File: src/rtl/sdram_port_arbiter.sv
// -----------------------------------------------------------------------------
// sdram_port_arbiter
//   Two-client arbiter in front of an SDRAM controller with separate read and
//   write request ports. One operation is in flight at a time:
//   IDLE -> ISSUE (controller request held until ack or timeout) -> RESP
//   (one-cycle completion pulse to the granted client) -> IDLE.
//
//   Build option: define SDRAM_ARB_RR_EN for round-robin arbitration between
//   the clients; leave it undefined for fixed priority (client 0 wins ties).
//
// Ports
//   iclk, ireset                : clock, asynchronous active-high reset
//   ireqN/iweN/iaddrN/iwdataN   : client N level request, op (1=write), addr, data
//   oackN/ordataN               : client N completion pulse, read data
//   oerr                        : pulses with oack when the op timed out
//   owrite_req/_address/_data   : controller write port
//   oread_req/oread_address     : controller read port
//   iwrite_ack/iread_ack/iread_data : controller completion pulses, read data
//   obusy, ocur_port            : operation in progress, granted client index
// -----------------------------------------------------------------------------
module sdram_port_arbiter #(
  parameter int TIMEOUT_CYCLES = 1023
) (
  input  logic        iclk,
  input  logic        ireset,
  input  logic        ireq0,
  input  logic        ireq1,
  input  logic        iwe0,
  input  logic        iwe1,
  input  logic [21:0] iaddr0,
  input  logic [21:0] iaddr1,
  input  logic [15:0] iwdata0,
  input  logic [15:0] iwdata1,
  output logic        oack0,
  output logic        oack1,
  output logic [15:0] ordata0,
  output logic [15:0] ordata1,
  output logic        oerr,
  output logic        owrite_req,
  output logic [21:0] owrite_address,
  output logic [15:0] owrite_data,
  output logic        oread_req,
  output logic [21:0] oread_address,
  input  logic        iwrite_ack,
  input  logic        iread_ack,
  input  logic [15:0] iread_data,
  output logic        obusy,
  output logic        ocur_port
);

  typedef enum logic [1:0] {IDLE, ISSUE, RESP} state_e;

  // The counter holds the number of ISSUE cycles already spent, so comparing
  // against TIMEOUT_CYCLES-1 keeps the request high for exactly TIMEOUT_CYCLES.
  localparam logic [9:0] TIMEOUT_LAST = 10'(TIMEOUT_CYCLES - 1);

  state_e      state_q, state_d;
  logic        cur_port_q, cur_port_d;
  logic        we_q, we_d;
  logic [21:0] addr_q, addr_d;
  logic [15:0] wdata_q, wdata_d;
  logic        wreq_q, wreq_d;
  logic        rreq_q, rreq_d;
  logic        ack0_q, ack0_d;
  logic        ack1_q, ack1_d;
  logic        err_q, err_d;
  logic [15:0] rdata0_q, rdata0_d;
  logic [15:0] rdata1_q, rdata1_d;
  logic        busy_q, busy_d;
  logic [9:0]  cnt_q, cnt_d;
`ifdef SDRAM_ARB_RR_EN
  logic        ptr_q, ptr_d;      // client preferred on the next tie
`endif

  logic        win;
  logic        ack_match;

  always_comb begin
    // NOTE: every signal written here gets a default first, so no path can
    // leave it unassigned and infer a latch.
    state_d    = state_q;
    cur_port_d = cur_port_q;
    we_d       = we_q;
    addr_d     = addr_q;
    wdata_d    = wdata_q;
    wreq_d     = wreq_q;
    rreq_d     = rreq_q;
    ack0_d     = 1'b0;
    ack1_d     = 1'b0;
    err_d      = 1'b0;
    rdata0_d   = rdata0_q;
    rdata1_d   = rdata1_q;
    cnt_d      = cnt_q;
`ifdef SDRAM_ARB_RR_EN
    ptr_d      = ptr_q;
    // A lone requester always wins; only a tie consults the pointer.
    win        = (ireq0 && ireq1) ? ptr_q : ireq1;
`else
    win        = ~ireq0;
`endif
    ack_match  = we_q ? iwrite_ack : iread_ack;

    unique case (state_q)
      IDLE: begin
        if (ireq0 || ireq1) begin
          state_d    = ISSUE;
          cur_port_d = win;
          we_d       = win ? iwe1    : iwe0;
          addr_d     = win ? iaddr1  : iaddr0;
          wdata_d    = win ? iwdata1 : iwdata0;
          wreq_d     = win ? iwe1    : iwe0;
          rreq_d     = win ? ~iwe1   : ~iwe0;
          cnt_d      = '0;
`ifdef SDRAM_ARB_RR_EN
          ptr_d      = ~win;
`endif
        end
      end
      ISSUE: begin
        // A matching ack wins over a timeout landing on the same cycle; the
        // ack for the other direction is simply not looked at.
        if (ack_match || (cnt_q == TIMEOUT_LAST)) begin
          state_d = RESP;
          wreq_d  = 1'b0;
          rreq_d  = 1'b0;
          cnt_d   = '0;
          ack0_d  = ~cur_port_q;
          ack1_d  = cur_port_q;
          err_d   = ~ack_match;
          if (ack_match && !we_q) begin
            if (cur_port_q) rdata1_d = iread_data;
            else            rdata0_d = iread_data;
          end
        end else begin
          cnt_d = cnt_q + 10'd1;
        end
      end
      RESP: begin
        state_d = IDLE;
      end
      default: begin
        state_d = IDLE;
      end
    endcase

    busy_d = (state_d != IDLE);
  end

  // NOTE: sequential state is updated with non-blocking assignments only, so
  // every register sees the pre-edge value of every other register.
  always_ff @(posedge iclk or posedge ireset) begin
    if (ireset) begin
      state_q    <= IDLE;
      cur_port_q <= 1'b0;
      we_q       <= 1'b0;
      addr_q     <= '0;
      wdata_q    <= '0;
      wreq_q     <= 1'b0;
      rreq_q     <= 1'b0;
      ack0_q     <= 1'b0;
      ack1_q     <= 1'b0;
      err_q      <= 1'b0;
      rdata0_q   <= '0;
      rdata1_q   <= '0;
      busy_q     <= 1'b0;
      cnt_q      <= '0;
`ifdef SDRAM_ARB_RR_EN
      ptr_q      <= 1'b0;
`endif
    end else begin
      state_q    <= state_d;
      cur_port_q <= cur_port_d;
      we_q       <= we_d;
      addr_q     <= addr_d;
      wdata_q    <= wdata_d;
      wreq_q     <= wreq_d;
      rreq_q     <= rreq_d;
      ack0_q     <= ack0_d;
      ack1_q     <= ack1_d;
      err_q      <= err_d;
      rdata0_q   <= rdata0_d;
      rdata1_q   <= rdata1_d;
      busy_q     <= busy_d;
      cnt_q      <= cnt_d;
`ifdef SDRAM_ARB_RR_EN
      ptr_q      <= ptr_d;
`endif
    end
  end

  assign oack0          = ack0_q;
  assign oack1          = ack1_q;
  assign ordata0        = rdata0_q;
  assign ordata1        = rdata1_q;
  assign oerr           = err_q;
  assign owrite_req     = wreq_q;
  assign owrite_address = addr_q;
  assign owrite_data    = wdata_q;
  assign oread_req      = rreq_q;
  assign oread_address  = addr_q;
  assign obusy          = busy_q;
  assign ocur_port      = cur_port_q;

endmodule

File: config.mk
export PLATFORM = sky130hd
export DESIGN_NAME = sdram_port_arbiter
export DESIGN_NICKNAME = d
export VERILOG_FILES = /design/src/rtl/sdram_port_arbiter.sv
export SDC_FILE = /design/constraint.sdc
export NUM_CORES = 1
export LEC_CHECK = 0
export BUFFER_PORTS_ARGS = -buffer_cell sky130_fd_sc_hd__buf_4
export CAP_MARGIN = 20
export CORE_ASPECT_RATIO = 2
export CORE_MARGIN = 4
export CORE_UTILIZATION = 33
export CTS_CLUSTER_SIZE = 28
export DETAILED_ROUTE_END_ITERATION = 8
export SLEW_MARGIN = 0
export SYNTH_ARGS = -nofsm -noshare
export SYNTH_HDL_FRONTEND = slang
export SYNTH_SLANG_ARGS = --single-unit
File: constraint.sdc
create_clock -name iclk -period 7.57 [get_ports iclk]
set_clock_uncertainty 0.2 [all_clocks]
set_input_delay 1.514 -clock iclk [delete_from_list [all_inputs] [get_ports iclk]]
set_output_delay 1.514 -clock iclk [all_outputs]
set_load 0.01 [all_outputs]
==> reports/metrics.csv <==
metric,value,unit
vias,3150,
cts_resized,0,
hold_class,flop to flop,
cp_max_fo,82,
layout.cell_area.non_filler,5890,sq um
grt_max_degree,83,
row_count,57,
syn_avg_cell_area,11.7,sq um
relSlewSlack,55.0,%
critPathCaptureType,flop,
initial_core_util,33.8,%
numCtsBuffers,9,
die_w,87.0,um
setup-violations-final,0,
fin_crit_sh,38.2,%
htree_levels,3,
syn_area,4120,sq um
drc,0,
grt_usage,15.0,%
grt_pass1_wl,17100,um
yosysWarnings,0,
cts_buffer_depth,2,
cts.sinks,90,
max_clock_freq,346,MHz
drtAntennaViolNets,0,
initialDrtViolationCount,58,
clockRootBuffer,clkbuf_16,
p_leak,2.95,nW
finalHoldViolCount,0,
tns,0,ns
antennaDiodeCount,0,
status,"complete, no violations",
core,12200,sq um
final_common_cell,buf_4,
cts_setup_buffers,0,
clk_latency,0.33,ns
gp_congestion,0.779,
dp_hpwl,8290,um
holdBufCountCts,0,
die-area,14400,sq um
wl_per_cell,15.7,um
fin_hold_ws,0.282,ns
slew_viol_final,0,
ys.flop_type,dfrtp_1,
fin_crit,2.89,ns
crit_arrival,2.94,ns
synth_cell_types,34,
antenna_found_initial,0,
syn_to_final_growth,43.0,%
port-buffer-count,198,
ys_ff_latch,90,
grt_setup_unrepaired,false,
dp_cells,662,
yosysSeqAreaShare,54.7,%
final_layout_size_suffix_gt1_share,48.2,%
mostFrequentLayoutCells,"buf_4, dfrtp_1, nand2_1",
synthCells,353,
viasPerCell,4.65,
wl,10600,um
io_pins,199,
grt_pass1_vias,3460,
fin_cells,678,
fp.dieH,166,um
syn_nets,455,
max-vdd-ir-drop,217,uV
cp_data_required_time,7.62,ns
start_kind,input pin,
power.density,388,nW/um^2
firstDrtPassIters,4,
tightest_slew,0.675,ns
drv_cap,0,
layout.nets,628,
cts_tree,yes,
grt-ovfl-total,0,
cts.reportedPaths.clkPinSlew,0.06,ns
synth-edff-count,0,
async_flop_share,100,%
critPathKind,input pin to flop,
place_area,5560,sq um
cells by family after synthesis:
kind of cell | share of synthesized area (%)
DFF | 54.7
and+or+nand+nor | 9.15
muxes | 19.9
AOI/OAI and AO/OA | 7.84
buffers and inverters | 7.17
xor gates and xnor gates | 0.638
adders and majority gates | 0.608
final timing paths:
| kind | start | slack, ns | cells past startpoint | endpoint |
|---|---|---|---|---|
| max in group asynchronous | ireset | 5.01 | 3 | ordata1[13] |
| worst min-delay path | owrite_data[2] | 0.28 | 2 | owrite_data[2] |
| worst max register to register | cnt_q[0] | 5.66 | 6 | owrite_req |
| min in group asynchronous | ireset | 1.04 | 2 | owrite_data[12] |
| worst min register to register | owrite_data[2] | 0.28 | 2 | owrite_data[2] |
| worst max-delay path | ireq0 | 4.68 | 5 | we_q |
worst max-delay path, cell delays in order:
cell,delay (ns)
buf_4,0.32
o21ai_4,0.21
buf_4,0.54
nand2b_1,0.20
a21boi_0,0.16
layout make-up:
cell class / count / area (sq um)
tap: 147 / 184
clock buffer: 12 / 246
clock inverter: 4 / 75.1
sequential: 90 / 2250
multi-input combinational: 214 / 1580
timing repair buffer: 202 / 1520
inverter: 9 / 35.0
fill: 1115 / 6310
per-stage QoR:
stage	setup WS (ns)	util, %	total power (W)
after global placement	4.12	45.6	0.00181
after CTS	4.64	48.3	0.00233
after detailed placement	4.28	45.6	0.00184
final	4.68	48.3	0.00228
after global routing	4.51	48.3	0.00244
after floorplan	3.52	-	0.00136
synth_stat cells (all sizes together), types with 3 or more instances:
cell    instances  share of area [%]
a21oi           3               0.64
a31oi           5               0.76
buf            31                5.5
clkbuf          9               0.82
dfrtp          90                 55
inv             9               0.82
mux2           32                9.7
mux2i          42                 10
nand2          52                4.9
nand3           3               0.36
nand4           5                1.1
nor2            3               0.27
o21ai          48                5.9
or3             4               0.61
sequential cells by signal, indices dropped and copies added, names as in the netlist:
signal         count
oread_address     22
ordata0           16
ordata1           16
owrite_data       16
cnt_q             10
state_q            2
oack0              1
oack1              1
obusy              1
ocur_port          1
oerr               1
oread_req          1
owrite_req         1
we_q               1
report_power, final:
part,leakage [nW],internal (W),switching [W]
sequential,1.12,0.000691,0.000148
clock,0.149,0.000299,0.000181
combinational,1.68,0.000514,0.000450
per-layer routing:
layer  vias to the layer above  global-route usage [%]  wire, um
met5                         -                       0         0
met4                         0                    4.88       163
met3                        10                    2.88       637
met2                       113                    29.4      6360
met1                      1486                    14.9      3450
li1                       1541                       -         -
Power figures use the tool's default switching activity.
